[src/rtl/bp_pkg.sv]
// Branch prediction types shared by the IF-to-EX prediction pipeline and resolver.
package bp_pkg;

  localparam int PC_STEP     = 4;
  localparam int BTB_ENTRY_W = 30;

  typedef struct packed {
    logic        valid;
    logic        taken;
    logic [31:0] pred_pc;
    logic [31:0] pc;
  } bp_rec_t;

endpackage

[src/rtl/bp_stage_reg.sv]
// One pipeline register for a prediction record.
// Priority order: reset, flush, hold, bubble, then load.
module bp_stage_reg
  import bp_pkg::*;
(
  input  logic    clk,
  input  logic    rst,
  input  logic    flush_i,
  input  logic    hold_i,
  input  logic    bubble_i,
  input  bp_rec_t rec_i,
  output bp_rec_t rec_o
);

  bp_rec_t rec_q, rec_d;

  always_comb begin
    rec_d = rec_i;
    if (flush_i)       rec_d = '0;
    else if (hold_i)   rec_d = rec_q;
    else if (bubble_i) rec_d = '0;
  end

  always_ff @(posedge clk) begin
    if (rst) rec_q <= '0;
    else     rec_q <= rec_d;
  end

  assign rec_o = rec_q;

endmodule

[src/rtl/branch_resolve_unit.sv]
// Carries IF-stage BTB predictions to EX and resolves them.
// Outputs: BTB write-back, mispredict redirect, and saturating statistics.
module branch_resolve_unit
  import bp_pkg::*;
#(
  parameter int CNT_W = 32
) (
  input  logic                   clk,
  input  logic                   rst,
  input  logic [31:0]            pc_if,
  input  logic                   pred_taken_if,
  input  logic [31:0]            pred_pc_if,
  input  logic                   stall_id,
  input  logic                   stall_ex,
  input  logic                   bubble_ex,
  input  logic                   ex_is_branch,
  input  logic                   ex_taken,
  input  logic [31:0]            ex_target,
  output logic                   btb_update,
  output logic                   btb_real,
  output logic [BTB_ENTRY_W-1:0] btb_update_entry,
  output logic [31:0]            btb_update_pc,
  output logic                   redirect,
  output logic [31:0]            redirect_pc,
  output logic [CNT_W-1:0]       branch_cnt,
  output logic [CNT_W-1:0]       mispredict_cnt
);

  bp_rec_t if_rec, id_rec, ex_rec;

  assign if_rec = '{valid: 1'b1, taken: pred_taken_if, pred_pc: pred_pc_if, pc: pc_if};

  bp_stage_reg u_id_reg (
    .clk      (clk),
    .rst      (rst),
    .flush_i  (redirect),
    .hold_i   (stall_id),
    .bubble_i (1'b0),
    .rec_i    (if_rec),
    .rec_o    (id_rec)
  );

  bp_stage_reg u_ex_reg (
    .clk      (clk),
    .rst      (rst),
    .flush_i  (redirect),
    .hold_i   (stall_ex),
    .bubble_i (bubble_ex),
    .rec_i    (id_rec),
    .rec_o    (ex_rec)
  );

  // Gating on rst keeps a stale EX record from writing the BTB while reset is held.
  logic fire, fix_taken, kill_entry;

  assign fire       = ex_rec.valid && !stall_ex && !rst;
  assign fix_taken  = ex_is_branch && ex_taken &&
                      (!ex_rec.taken || (ex_rec.pred_pc != ex_target));
  assign kill_entry = ex_rec.taken && (!ex_is_branch || !ex_taken);

  always_comb begin
    btb_update       = 1'b0;
    btb_real         = 1'b0;
    btb_update_entry = '0;
    btb_update_pc    = '0;
    redirect         = 1'b0;
    redirect_pc      = '0;
    if (fire) begin
      if (fix_taken) begin
        btb_update    = 1'b1;
        btb_real      = 1'b1;
        btb_update_pc = ex_target;
        redirect      = 1'b1;
        redirect_pc   = ex_target;
      end else if (kill_entry) begin
        btb_update  = 1'b1;
        redirect    = 1'b1;
        redirect_pc = ex_rec.pc + 32'(PC_STEP);
      end
    end
    if (btb_update) btb_update_entry = ex_rec.pc[31:2];
  end

  logic [CNT_W-1:0] branch_cnt_q, branch_cnt_d;
  logic [CNT_W-1:0] mispredict_cnt_q, mispredict_cnt_d;

  always_comb begin
    branch_cnt_d     = branch_cnt_q;
    mispredict_cnt_d = mispredict_cnt_q;
    if (fire && ex_is_branch && (branch_cnt_q != '1))
      branch_cnt_d = branch_cnt_q + CNT_W'(1);
    if (redirect && (mispredict_cnt_q != '1))
      mispredict_cnt_d = mispredict_cnt_q + CNT_W'(1);
  end

  always_ff @(posedge clk) begin
    if (rst) begin
      branch_cnt_q     <= '0;
      mispredict_cnt_q <= '0;
    end else begin
      branch_cnt_q     <= branch_cnt_d;
      mispredict_cnt_q <= mispredict_cnt_d;
    end
  end

  assign branch_cnt     = branch_cnt_q;
  assign mispredict_cnt = mispredict_cnt_q;

endmodule

[config.mk]
export PLATFORM = sky130hd
export DESIGN_NAME = branch_resolve_unit
export DESIGN_NICKNAME = d
export VERILOG_FILES = /design/src/rtl/bp_pkg.sv /design/src/rtl/bp_stage_reg.sv /design/src/rtl/branch_resolve_unit.sv
export SDC_FILE = /design/constraint.sdc
export NUM_CORES = 1
export LEC_CHECK = 0
export CELL_PAD_IN_SITES_DETAIL_PLACEMENT = 1
export CELL_PAD_IN_SITES_GLOBAL_PLACEMENT = 2
export CORE_ASPECT_RATIO = 1.1
export CORE_MARGIN = 3
export CORE_UTILIZATION = 28
export DETAILED_ROUTE_END_ITERATION = 7
export PLACE_DENSITY = 0.86
export SLEW_MARGIN = 20
export SYNTH_ARGS = -nofsm -noshare
export SYNTH_HDL_FRONTEND = slang
export SYNTH_SLANG_ARGS = --single-unit
export TNS_END_PERCENT = 30
[constraint.sdc]
create_clock -name clk -period 3.6 [get_ports clk]
set_input_delay 0.72 -clock clk [delete_from_list [all_inputs] [get_ports clk]]
set_output_delay 0.72 -clock clk [all_outputs]
set_load 0.01 [all_outputs]
# --- Word-level counts from Yosys, hierarchy flattened ---
# Cells that the tools add are included.
totals:
  word_cells: 44
  latch_bits: 0
  memories: 0
  romBits: 0
  out_inout_bits: 161
  mem_bits_rw: 0
  ff_bits: 196
  inputBits: 104
op_classes:
  n_mul: 0
  n_eq_ne: 3
  order_cmp: 0
  mux: 12
  bitwise: 0
  shifts: 0
  n_addsub: 3
  n_reduce_logical: 16
  n_div: 0
op_table:
  columns: ["op", "n"]
  rows:
  - ["two-way mux 32 bit", 5]
  - ["two-way mux 66 bit", 1]
  - ["adder 32 x 1 -> 32 bit, second input constant", 2]
  - ["inequality test 32 bit, second input constant", 2]
  - ["adder 32 x 3 -> 32 bit, second input constant", 1]
  - ["inequality test 32 bit", 1]
  - ["two-way mux 30 bit", 1]
  - ["logical AND 1 bit", 8]
  - ["zero test 1 bit", 5]
  - ["two-way mux 1 bit", 5]
  - ["logical OR 1 bit", 2]
  - ["OR reduction 2 bit", 1]

# --- Logic depth before layout (Yosys ltp) ---
depth:
  depth_word: 7
  mapped_depth: 10
  depth_no_buf: 8

# --- Cells and area by module ---
# Synthesis repeated with hierarchy kept, for this count alone.
unflattened:
  hier_cells: 1251
  hier_area_um2: 10319.9
modules_own_cells:
  columns: ["module", "cells_each", "seq_area_each_um2", "n_inst", "area_per_inst_um2"]
  rows:
  - ["bp_stage_reg", 293, 1321.3, 2, 2627.5]
  - ["branch_resolve_unit", 665, 1281.2, 1, 5064.9]

# --- Worst setup path after synthesis ---
# No wires, ideal clock.
synth_timing:
  path_kind: "input port to output port"
  start: "in ex_target[26]"
  end: "out btb_update_entry[0]"
  stages: 8
  n_path_buf: 3
  t_arrival_ns: 2.652
  t_required_ns: 2.880
  setup_slack_ns: 0.228
  cell_sequence: "xnor2_1 > nand4_1 > or4_4 > or4b_1 > buf_2 > buf_2 > clkbuf_1 > and3_1"
synth_between:
  elab_chain_len: 6
synth_lines:
  columns: ["element", "line_no", "text"]
  rows:
  - ["start: declaration", "branch_resolve_unit.sv:18", "input logic [31:0] ex_target,"]
  - ["inequality test 32 bit", "branch_resolve_unit.sv:58", "(!ex_rec.taken || (ex_rec.pred_pc != ex_target));"]
  - ["logical OR 1 bit", "branch_resolve_unit.sv:58", null]
  - ["logical AND 1 bit", "branch_resolve_unit.sv:57", "assign fix_taken = ex_is_branch && ex_taken &&"]
  - ["two-way mux 1 bit", "branch_resolve_unit.sv:69", "if (fix_taken) begin"]
  - ["two-way mux 1 bit", "branch_resolve_unit.sv:68", "if (fire) begin"]
  - ["two-way mux 30 bit", "branch_resolve_unit.sv:81", "if (btb_update) btb_update_entry = ex_rec.pc[31:2];"]
  - ["end: declaration", "branch_resolve_unit.sv:21", "output logic [BTB_ENTRY_W-1:0] btb_update_entry,"]
# No other way between the ends.

# --- Worst setup path after layout ---
layout_timing:
  start: "in ex_target[17]"
  end: "out redirect_pc[17]"
layout_between:
  elab_chain_len: 5
layout_lines:
  columns: ["element", "line_no", "text"]
  rows:
  - ["inequality test 32 bit", "branch_resolve_unit.sv:58", null]
  - ["logical OR 1 bit", "branch_resolve_unit.sv:58", null]
  - ["logical AND 1 bit", "branch_resolve_unit.sv:57", null]
  - ["two-way mux 32 bit (*)", "branch_resolve_unit.sv:69", null]
  - ["two-way mux 32 bit (*)", "branch_resolve_unit.sv:68", null]
  - ["end: declaration", "branch_resolve_unit.sv:24", "output logic [31:0] redirect_pc,"]
# Mark *: on every way between the ends. The rest lies on a longest branch, timed or not.

==> qor.csv <==
metric;value;unit
outcome;finished with violations;
failing checks;setup timing;
adder and majority gate portion of the synthesized area;0.00398;
first-pass GRT wire length;55.6;mm
largest cells by area after synthesis;dfxtp_1, nor2_1, mux2i_1;
largest net degree at the start of global routing;75;
Layout area overhead;44.7;%
Final Critical Period;3730;ps
TritonCTS clock tree;yes;
total CTS buffers;17;
Hold Fails Final Rpt;0;
reg2reg end;u_ex_reg.rec_o[7];
number of nets in the layout;1514;
Netlist cell types;47;
PortBufs;264;
Worst slew margin;0.475;
worst reg2reg path startpoint;u_ex_reg.rec_o[49];
largest family of logic cells by synthesized area;simple AND/OR/NAND/NOR gates;
final non-filler cell area;13600;sq um
# DRC;0;
Clock Skew;18.5;ps
max incr delay on CP;570;ps
initial DRC count;382;
I/O Pins;265;
Register-to-Register Path Depth;13;
WS Path Type;in2out;
First-pass DRT Iterations;4;
fmax;268;MHz
max cap viols;0;
Crit-path slowest cell;or4_4;
vias in the first global route;9463;
Setup crit start kind;primary input;
Compound-Gate Fraction of Synth Area;0.0920;
average vias per placed instance;5.02;
GP Congestion;0.887;
commonest cells in the netlist;nor2_1, dfxtp_1, a21oi_1;
Slew Viols, Final;0;
Synth top area share;0.416;
H-tree level count;4;
GR Overflow Total;0;
# fillers;3860;
CP Capture Type;primary output;
post-synthesis sequential area ratio;0.416;
EDFF count, synth;0;
Tot GR Track Use;0.198;
WHS Path Cells;2;
RSZ-0062 raised after global routing;true;
most frequent cell after synthesis;nor2_1;
R2R setup slack;510;ps
Hold Crit Class;reg2reg;
Cell Rows;69;
Root Buffer Master;clkbuf_16;
Routed WL;37.0;mm
CP required;2880;ps
pwr/cell area;350;nW/um^2
simple-gate share of the synthesized area;0.286;
syn_area_per_cell;8.48;sq um
area leader, netlist;dfxtp_1;
die width;181;um
mapped cell area;9430;sq um
routed vias;9286;
fraction of registers with async set/reset;0;
setup TNS;-2090;ps
total clock sinks;196;
hold_sp;u_id_reg.rec_o[65];
Worst Hold End;u_id_reg.rec_o[65];
LEAKAGE;5.83;nW
CP Max Fanout;8;
synthesized netlist cell count;1112;
die height;198;um
Clock Tree Buf Depth;2;
post-DP HPWL;27.1;mm
Final WS setup;-133;ps
Reg clk slew, reported paths;70;ps
share of cells above drive strength 1;0.207;
Min Hold Slack;470;ps
Synth Flop Type;dfxtp_1;
critical path cell sequence;buf_2 > xnor2_2 > nand4_1 > or4_4 > buf_6 > nor4_4 > nor2_4 > buf_6 > buf_16 > and2_4 > o21bai_4 > buf_6;
worst vdd ir;319;uV
CP most frequent cell;buf_6;
multiplexer area fraction after synthesis;0.0762;
dpl ws;-765;ps
later-pin clock latency in the skew report;440;ps
WP data arrival;3010;ps
initial antenna violation count;9;
setup violators final;26;
worst-margin pin slew;788;ps
Synth Area in XOR/XNOR;0.0892;
placed inst area;13000;sq um
remaining antenna violation count;0;
Die Area;35900;sq um
Avg WL per Cell;20.0;um
Syn. warnings;0;
syn_nets;1219;
CORE AREA;32700;sq um
Initial Util;0.288;
Synth Register Bits;196;
fin crit share;1.04;
[per-layer routing]
metal / vias up / track usage / routed length (um)
met3: 53 / 0.0561 / 2810
met2: 279 / 0.350 / 18000
met5: - / 0 / 95
met1: 4504 / 0.235 / 15100
met4: 14 / 0.0564 / 930
li1: 4436 / - / -
[state kept, by name (all words and copies together), names as in the netlist]
signal,cells
branch_cnt,32
mispredict_cnt,32
u_ex_reg.rec_o,66
u_id_reg.rec_o,66
[through the flow]
stage / cells / power (mW) / util
6_report: 1848 / 4.77 / 0.417
5_1_grt: 1848 / 4.95 / 0.417
4_1_cts: 1839 / 4.83 / 0.413
3_5_place_dp: 1800 / 2.75 / 0.396
3_3_place_gp: 1800 / 2.74 / 0.396
2_1_floorplan: 1112 / 2.51 / -
[worst max-delay path by stage]
stage                             from                  end  slack [ps]  cells after the start
global placement         ex_target[21]      redirect_pc[19]        -690                     10
detailed placement       ex_target[18]      redirect_pc[19]        -760                     10
floorplan                ex_target[26]  btb_update_entry[0]         230                      8
finish                   ex_target[17]      redirect_pc[17]        -130                     12
CTS                      ex_target[22]       redirect_pc[5]        -160                     11
global route        u_ex_reg.rec_o[49]      redirect_pc[14]        -190                     11
[cell usage in the layout (no fill, tap or decap), drive strengths merged, types with 41 or more instances in the layout]
| master | instances |
|---|---|
| buf | 161 |
| clkdlybuf4s50 | 134 |
| xor2 | 57 |
| nor3b | 66 |
| nand3 | 44 |
| clkbuf | 51 |
| nor2 | 199 |
| mux2i | 68 |
| dfxtp | 196 |
| nand2 | 41 |
| a21oi | 89 |
[cell families after synthesis]
| kind of cell | after synthesis |
|---|---|
| and+or+nand+nor | 512 |
| muxes | 71 |
| DFF | 196 |
| AOI/OAI and AO/OA | 149 |
| buffers and inverters | 85 |
| adders and majority gates | 3 |
| xor gates and xnor gates | 96 |
[power breakdown]
part           leakage, nW  switching [mW]  internal, mW  total [mW]
logic                 3.92           0.211         0.216       0.427
registers             1.60          0.0397          2.23        2.26
clock network        0.313           0.949          1.13        2.08
total                 5.83            1.20          3.57        4.77
[critical path: cells and delay by family]
kind / cells / cell delay (ps)
AND/OR/NAND/NOR: 5 / 1270
XOR/XNOR: 1 / 130
buffers and inverters: 5 / 690
AO/OA/AOI/OAI: 1 / 180
[timing repair]
item                                   4_1_cts  5_1_grt
setup buffers                                3        5
gates cloned                                 4        2
hold buffers                                 0        0
setup endpoints to repair                   97       97
resized for setup                          360      137
endpoints found under the hold margin        0        0
pin swaps                                   19       32
[area by class of cell]
cell class / count / area, sq um / share of cell area
diodes: 2 / 5.00 / 0.000367
clock buffers: 17 / 425 / 0.0312
clock inverters: 15 / 211 / 0.0155
inverters: 12 / 45.0 / 0.00330
multi-input cells: 831 / 5380 / 0.394
flip-flops and latches: 196 / 3930 / 0.288
well taps: 426 / 533 / 0.0391
repair buffers: 349 / 3110 / 0.228
Note: power is estimated with default switching activity, not from simulation.
